[config.mk]
export PLATFORM = sky130hd
export DESIGN_NAME = load_unit
export DESIGN_NICKNAME = d
export VERILOG_FILES = /design/src/rtl/load_pkg.sv /design/src/rtl/load_align.sv /design/src/rtl/load_unit.sv
export SDC_FILE = /design/constraint.sdc
export NUM_CORES = 1
export LEC_CHECK = 0
export ABC_CLOCK_PERIOD_IN_PS = 4050
export BUFFER_PORTS_ARGS = -buffer_cell sky130_fd_sc_hd__buf_2
export CORE_UTILIZATION = 52
export CTS_CLUSTER_DIAMETER = 30
export CTS_CLUSTER_SIZE = 8
export DETAILED_ROUTE_END_ITERATION = 7
export PLACE_DENSITY = 0.86
export SLEW_MARGIN = 20
export SYNTH_ARGS = -nofsm -noshare
export SYNTH_HDL_FRONTEND = slang
export SYNTH_SLANG_ARGS = --single-unit
[constraint.sdc]
create_clock -name clk -period 4.05 [get_ports clk]
set_input_delay 0.81 -clock clk [delete_from_list [all_inputs] [get_ports clk]]
set_output_delay 0.81 -clock clk [all_outputs]
set_load 0.02 [all_outputs]
[src/rtl/load_pkg.sv]
// Shared types and defaults for the load unit: FSM states, access sizes, widths.
package load_pkg;
  localparam int DATA_W_DEF = 32;
  localparam int REG_AW_DEF = 5;
  localparam int OFF_W_DEF  = 16;

  localparam logic [1:0] SIZE_B = 2'd0;
  localparam logic [1:0] SIZE_H = 2'd1;
  localparam logic [1:0] SIZE_W = 2'd2;

  typedef enum logic [2:0] {IDLE, ADDR, MEM_REQ, MEM_WAIT, WB, ERR} state_e;
endpackage

[src/rtl/load_align.sv]
// Selects the byte/half lane from a little-endian read word and sign/zero extends it.
module load_align
  import load_pkg::*;
#(
  parameter int DATA_W = DATA_W_DEF
) (
  input  logic [DATA_W-1:0] rdata,
  input  logic [1:0]        addr_lo,
  input  logic [1:0]        size,
  input  logic              uns,
  output logic [DATA_W-1:0] result
);
  logic [7:0]  b;
  logic [15:0] h;

  always_comb begin
    b = rdata[8*addr_lo +: 8];
    h = rdata[16*addr_lo[1] +: 16];
    case (size)
      SIZE_B:  result = {{(DATA_W-8){b[7] & ~uns}}, b};
      SIZE_H:  result = {{(DATA_W-16){h[15] & ~uns}}, h};
      default: result = rdata;
    endcase
  end
endmodule

[src/rtl/load_unit.sv]
// Single-outstanding load: base+offset address, memory req/gnt/rvalid, align, write back.
// LOAD_UNIT_MISALIGN_CHECK_EN enables alignment/reserved-size checks and the ERR path.
module load_unit
  import load_pkg::*;
#(
  parameter int DATA_W = DATA_W_DEF,
  parameter int REG_AW = REG_AW_DEF,
  parameter int OFF_W  = OFF_W_DEF
) (
  input  logic              clk,
  input  logic              reset,
  input  logic              req_valid,
  output logic              req_ready,
  input  logic [REG_AW-1:0] req_base_reg,
  input  logic [REG_AW-1:0] req_dest_reg,
  input  logic [OFF_W-1:0]  req_offset,
  input  logic [1:0]        req_size,
  input  logic              req_unsigned,
  output logic [REG_AW-1:0] read_reg1,
  input  logic [DATA_W-1:0] reg_data1,
  output logic              mem_req,
  output logic [DATA_W-1:0] mem_addr,
  input  logic              mem_gnt,
  input  logic              mem_rvalid,
  input  logic [DATA_W-1:0] mem_rdata,
  output logic              reg_write,
  output logic [REG_AW-1:0] write_reg,
  output logic [DATA_W-1:0] write_data,
  output logic              busy,
  output logic              load_err
);
  state_e            state, state_nxt;
  logic [REG_AW-1:0] base_q, dest_q;
  logic [OFF_W-1:0]  off_q;
  logic [1:0]        size_q;
  logic              uns_q;
  logic [DATA_W-1:0] addr_q, data_q, eff_addr, aligned;
  logic              mis;

  assign eff_addr = reg_data1 + {{(DATA_W-OFF_W){off_q[OFF_W-1]}}, off_q};

`ifdef LOAD_UNIT_MISALIGN_CHECK_EN
  always_comb begin
    case (size_q)
      SIZE_B:  mis = 1'b0;
      SIZE_H:  mis = eff_addr[0];
      SIZE_W:  mis = |eff_addr[1:0];
      default: mis = 1'b1;
    endcase
  end
  assign mem_addr = addr_q;
`else
  assign mis      = 1'b0;
  // Memory sees a word-aligned address; lane select below still uses addr_q[1:0].
  assign mem_addr = {addr_q[DATA_W-1:2], 2'b00};
`endif

  always_ff @(posedge clk) begin
    if (reset) state <= IDLE;
    else       state <= state_nxt;
  end

  always_comb begin
    state_nxt = state;
    case (state)
      IDLE:     if (req_valid)  state_nxt = ADDR;
      ADDR:     state_nxt = mis ? ERR : MEM_REQ;
      MEM_REQ:  if (mem_gnt)    state_nxt = MEM_WAIT;
      MEM_WAIT: if (mem_rvalid) state_nxt = WB;
      WB:       state_nxt = IDLE;
      default:  state_nxt = IDLE;
    endcase
  end

  always_comb begin
    req_ready = (state == IDLE);
    busy      = (state != IDLE);
    mem_req   = (state == MEM_REQ);
    reg_write = (state == WB) && (dest_q != '0);
`ifdef LOAD_UNIT_MISALIGN_CHECK_EN
    load_err  = (state == ERR);
`else
    load_err  = 1'b0;
`endif
  end

  always_ff @(posedge clk) begin
    if (reset) begin
      base_q <= '0;
      dest_q <= '0;
      off_q  <= '0;
      size_q <= '0;
      uns_q  <= 1'b0;
      addr_q <= '0;
      data_q <= '0;
    end else begin
      if (state == IDLE && req_valid) begin
        base_q <= req_base_reg;
        dest_q <= req_dest_reg;
        off_q  <= req_offset;
        size_q <= req_size;
        uns_q  <= req_unsigned;
      end
      if (state == ADDR) addr_q <= eff_addr;
      if (state == MEM_WAIT && mem_rvalid) data_q <= aligned;
    end
  end

  load_align #(.DATA_W(DATA_W)) u_align (
    .rdata   (mem_rdata),
    .addr_lo (addr_q[1:0]),
    .size    (size_q),
    .uns     (uns_q),
    .result  (aligned)
  );

  assign read_reg1  = base_q;
  assign write_reg  = dest_q;
  assign write_data = data_q;
endmodule

==> results of run 1 <==
==> stage by stage <==
stage	hold WS [ps]	power, mW	cell area [sq um]
after floorplan	426	1.53	5820
after global placement	433	1.68	6470
after detailed placement	437	1.69	6470
after CTS	452	2.31	6660
after global routing	478	2.43	6660
final	449	2.30	6660
==> final timing paths <==
kind,start,to,slack [ps],cells past startpoint
worst max register to register,off_q[15],addr_q[30],980,9
worst min-delay path,addr_q[21],addr_q[21],450,2
worst max-delay path,off_q[15],addr_q[30],980,9
worst min register to register,addr_q[21],addr_q[21],450,2
==> layout make-up <==
cell class	count	area, sq um
Tap cell	140	175
Timing Repair Buffer	179	911
Clock buffer	9	124
Clock inverter	7	67.6
Fill cell	1059	4230
Multi-Input combinational cell	576	3380
Sequential cell	96	1920
Inverter	22	82.6
==> layout by cell type (no fill, tap or decap), types with 8 or more instances in the layout <==
cell	n
a211oi_1	12
a21o_1	13
a21oi_1	97
a22oi_1	10
a31oi_1	9
and3_1	8
buf_2	173
clkbuf_8	9
dfxtp_1	96
ha_1	31
inv_1	22
nand2_1	138
nand3_1	26
nand4_1	13
nor2_1	49
nor3_1	12
o21ai_0	53
o21ai_1	8
xnor2_1	11
==> cells in the mapped netlist (all sizes together) (2+ instances only) <==
library cell,count
dfxtp,96
clkbuf,45
o211ai,2
and2,3
a221o,2
nand4,13
a41oi,2
and4b,2
a31oi,10
nor4,3
nor2b,2
xnor2,11
a211o,2
o21a,3
nand2,138
a222oi,7
xor2,7
mux2,2
o21bai,5
o311ai,2
ha,31
nor2,49
nand3,26
a21o,13
mux2i,5
o311a,2
a21oi,98
and3,8
a211oi,12
nor3,12
o21ai,63
or4,7
or3,2
buf,39
nand2b,2
inv,22
a22oi,10
a32oi,3
a311o,2
==> cell families after synthesis <==
group                    after synthesis
AND/OR/NAND/NOR                      269
AO/OA/AOI/OAI                        247
buffers and inverters                106
flip-flops                            96
adder cells (fa/ha/maj)               32
XOR/XNOR                              18
multiplexers                           7
other                                  1
==> report_power, final <==
part           switching (mW)  internal (mW)  total [mW]  leakage [nW]
Combinational           0.397          0.234       0.631          2.27
Sequential             0.0455           1.00        1.05         0.782
Clock                   0.384          0.236       0.620        0.0867
==> worst reg2reg max path: cells and delay by family, from the launching register on <==
family	cells	cell delay (ps)
fa+ha+maj	1	500
flops	1	800
compound gates	6	1410
simple gates	2	240
==> layer usage <==
| layer | part of all wire, % | track usage, % | up-vias |
|---|---|---|---|
| met3 | 7.5 | 6.17 | 19 |
| met2 | 46 | 42.0 | 236 |
| met5 | 0 | 0 | - |
| met1 | 45 | 36.9 | 2754 |
| met4 | 1.4 | 8.32 | 0 |
| li1 | - | - | 2952 |
==> run metrics, run 1 <==
status=finished, final reports clean; delay-heaviest family, CP=compound AO/OA/AOI/OAI gates; Synth async-reset ratio=0%; Pleak=3.14 nW; Vias=just under 6,000; clock buffer depth=2; CTS tree=built; post-synth top area share=between 30% and 40%; Setup WS post-layout=between 900 and 1000 ps; Avg Cell Area, Syn=~7.5 sq um; VDD IR-drop max=0.228 mV; max_cap viols=0; Worst slew margin=approximately 33%; setup TNS=0 ps; Routed wire per std cell=between 15 and 20 um; num rows=38; worst-path maximum fanout=18; remaining global-route overflow=0; first drt pass iteration count=6; Hold Crit Class=register to register; largest net degree at the start of global routing=roughly 70; fin. max-slew vios=0; initial drt markers=~380; H-tree Lvls=3; I/O pin cnt=approximately 180; DR vias/cell=just under 6; root buffer cell=clkbuf_8; sum of buffers and inverters on the critical path=0; drt total wl=~16 mm; RSZ-0062 raised after global routing=no; clk slew on worst S/H paths=around 110 ps; Setup crit end kind=register; Post-synth EDFFs=0; DRC=0; core area=between 10,000 and 15,000 sq um; synth top area cells=dfxtp_1, nand2_1, a21oi_1, ha_1, o21ai_0; final hold viol count=0; cts hold-fix bufs=0; Synth Area in Compound Gates=a little over a quarter; PortBufs=173; DP Wirelength=approximately 11 mm; Cells after Synth=776; clock sinks=96; first-pass GRT wire length=25.0 mm; share of layout cells above drive strength 1=22.9%; DIE WIDTH=approximately 110 um; sequential share of the synthesized area=about a third; slowest stage delay, CP=800 ps; Max Clk Rate=between 0.3 and 0.4 GHz; number of global-route vias before repair=between 5,000 and 6,000; crit start category=register; Layout area overhead=14.5%; later-pin clock latency in the skew report=roughly 370 ps; fin crit period=roughly 3000 ps; die area=11,600 sq um; Critical Path AT=roughly 3300 ps; actual slew at the worst max-slew pin=around 1000 ps; Synth cell types=61; post-synthesis mux area share=1.25%; # setup viols final=0; initial antenna violation count=0; Starting Density=between 50% and 60%; prevailing post-synth register cell=dfxtp_1; fin util=approximately three fifths; pre-CTS WS=about 650 ps; number of post-CTS setup repair buffers=0; Post-Synth Simple-Gate Area=between 20% and 30%; Antenna Cells=0; Finished Layout Cells=slightly above 1,000; Post-Syn Area=5820 sq um; skew final=a little under 8 ps; Synth Area in Adders=under 10%; FF+latch count, synth=96; Setup Crit Path Kind=register to register; dominant cell type by area after synthesis=dfxtp_1; pwr/cell area=345 nW/um^2; Syn. warnings=0; worst path required time=4310 ps; Inst Count DP=1,013; largest family of logic cells by synthesized area=compound AO/OA/AOI/OAI gates; GP Congestion=a little over 0.9; nets@finish=1,014; slowest cell on the critical path=dfxtp_1; total CTS buffers=9; GRT Total Usage=between 20 and 30%; ratio of final minimum period to clock period=75.8%; Synth Area in XOR/XNOR=2.71%; Die H=~110 um; CTS resizes=0; Critical Path, Cell by Cell=ha_1 -> a21oi_1 -> o21ai_1 -> a2111o_1 -> o21ai_1 -> a211oi_1 -> a211oi_1 -> or4_1 -> nand4_1; DRT antenna net count=0
No activity file was read; power rests on OpenSTA's default activity.
==> run 2: changes to the inputs <==
ABC_CLOCK_PERIOD_IN_PS = 2800   (was 4050)
CORE_UTILIZATION = 47   (was 52)
PLACE_DENSITY = 0.82   (was 0.86)
clock period = 2.8 ns   (was 4.05 ns; I/O delays follow)
==> run metrics, run 2 (synthesized netlist as in run 1, its figures left out) <==
status=finished, final reports clean (unchanged); first drt pass iteration count=6 (unchanged); Hold Worst Slack=447 ps (was 449 ps); total CTS buffers=9 (unchanged); largest net degree at the start of global routing=71 (unchanged); most frequent cells in the layout=buf_2, nand2_1, a21oi_1 (unchanged); Critical Path, Cell by Cell=buf_2 -> ha_1 -> fa_2 -> a21o_1 -> a221oi_4 -> o21ai_2 -> a221o_1 -> nor4b_4 -> or4_1 -> nand3_1 (was ha_1 -> a21oi_1 -> o21ai_1 -> a2111o_1 -> o21ai_1 -> a211oi_1 -> a211oi_1 -> or4_1 -> nand4_1); VDD IR-drop max=0.289 mV (was 0.228 mV); Vias=6,043 (was 5,961); root buffer cell=clkbuf_16 (was clkbuf_8); Setup WS post-layout=182 ps (was 981 ps); slowest stage delay, CP=470 ps (was 800 ps); reg2reg setup slack=200 ps (was 980 ps); die area=12,800 sq um (was 11,600 sq um); drt total wl=16.0 mm (was 15.6 mm); most common cell after layout, fill and taps aside=buf_2 (unchanged); sum of buffers and inverters on the critical path=1 (was 0); Setup crit end kind=register (unchanged); share of layout cells above drive strength 1=25.4% (was 22.9%); nets@finish=1,046 (was 1,014); hold path depth=2 (unchanged); DRT antenna net count=0 (unchanged); fin. max-slew vios=0 (unchanged); CTS tree=built (unchanged); PortBufs=173 (unchanged); Worst slew margin=39.3% (was 32.8%); Reg-to-Reg Start=off_q[0] (was off_q[15]); Pleak=3.35 nW (was 3.14 nW); initial antenna violation count=0 (unchanged); # setup viols final=0 (unchanged); delay-heaviest family, CP=compound AO/OA/AOI/OAI gates (unchanged); first-pass GRT wire length=26.0 mm (was 25.0 mm); pwr/cell area=526 nW/um^2 (was 345 nW/um^2); r2r worst-path depth=9 (unchanged); WP depth=10 (was 9); Critical Path AT=2910 ps (was 3330 ps); Starting Density=48.2% (was 53.4%); DIE WIDTH=113 um (was 108 um); fin util=58.5% (was 61.2%); clock sinks=96 (unchanged); Max Clk Rate=about 0.38 GHz; worst-path maximum fanout=3 (was 18); Hold Path End=addr_q[13] (was addr_q[21]); Setup Crit Path Kind=input pin to register (was register to register); DR vias/cell=5.55 (was 5.79); slowest cell on the critical path=or4_1 (was dfxtp_1); number of global-route vias before repair=5,444 (was 5,188); number of post-CTS setup repair buffers=0 (unchanged); skew final=6.96 ps (was 7.94 ps); reg-to-reg endpoint=addr_q[28] (was addr_q[30]); initial drt markers=596 (was 381); clock buffer depth=2 (unchanged); Die H=113 um (was 108 um); crit start category=input pin (was register); ratio of final minimum period to clock period=around 93%; GRT Total Usage=25.2% (was 27.0%); DRC=0 (unchanged); Layout area overhead=21.2% (was 14.5%); Hold Crit Class=register to register (unchanged); RSZ-0062 raised after global routing=no (unchanged); max_cap viols=0 (unchanged); core area=12,100 sq um (was 10,900 sq um); Antenna Cells=0 (unchanged); H-tree Lvls=3 (unchanged); I/O pin cnt=177 (unchanged); actual slew at the worst max-slew pin=904 ps (was 1010 ps); Routed wire per std cell=14.7 um (was 15.1 um); final hold viol count=0 (unchanged); remaining global-route overflow=0 (unchanged); DP Wirelength=11.9 mm (was 11.4 mm); clk slew on worst S/H paths=60 ps (was 110 ps); later-pin clock latency in the skew report=340 ps (was 370 ps); num rows=40 (was 38); worst path required time=3090 ps (was 4310 ps); fin crit period=~2600 ps; hold_sp=addr_q[13] (was addr_q[21]); pre-CTS WS=-194 ps (was 646 ps); GP Congestion=0.918 (was 0.916)
==> run 2: cell count changes in the layout (fill, tap and decap cells not counted), sizes merged <==
cell and change:
buf +32, bufinv +1, clkbuf +3, clkinvlp -3, inv -2
==> run 2: what timing repair did <==
| item | 4_1_cts | 5_1_grt |
|---|---|---|
| gates resized for setup | 0 | 2 |
| hold buffers | 0 | 0 |
| setup endpoints to repair | 0 | 4 |
==> run 2: report_power, final <==
group          total (mW)  switching (mW)  leakage (nW)  internal, mW
logic               0.986           0.595          2.43         0.391
registers            1.51          0.0624         0.782          1.45
clock network        1.21           0.520         0.137         0.689
==> run 2: cell type report <==
cell class	count	area [sq um]
clock buffer	12	236
clock inverter	3	43.8
fill	1132	5010
inverter	22	82.6
multi-input combinational	576	3390
sequential	96	1920
tap	168	210
timing repair buffer	211	1160
==> run 2: per-stage QoR <==
step	power, mW	cell area (sq um)	setup TNS (ps)	cells
after floorplan	2.22	5830	0	778
after global placement	2.50	6760	-659	1073
after detailed placement	2.51	6760	-1180	1073
after CTS	3.71	7040	0	1088
after global routing	3.90	7050	0	1088
final	3.71	7050	0	1088
==> run 2: layer usage <==
layer  GRT usage (%)  routed length [um]  vias up
li1                -                   -     3020
met1            34.3                7170     2724
met2            38.9                6990      264
met3            5.46                1450       35
met4            10.3                 399        0
met5               0                   0        -
==> run 2: worst register-to-register path, stage by stage, from the launching register on <==
cell      delay (ps)
dfxtp_1          310
ha_1             200
fa_2             350
a21o_1           230
a221oi_4         280
o21ai_2          110
a221o_1          360
nor4b_4          150
or4_1            470
nand3_1           70
==> run 2: worst max path at each step <==
stage                             from          to  slack [ps]
after floorplan           reg_data1[0]  addr_q[28]          40
after global placement    reg_data1[0]  addr_q[28]        -160
after detailed placement  reg_data1[0]  addr_q[28]        -190
after CTS                 reg_data1[0]  addr_q[28]         160
after global routing      reg_data1[0]  addr_q[28]          40
final                     reg_data1[0]  addr_q[28]         180
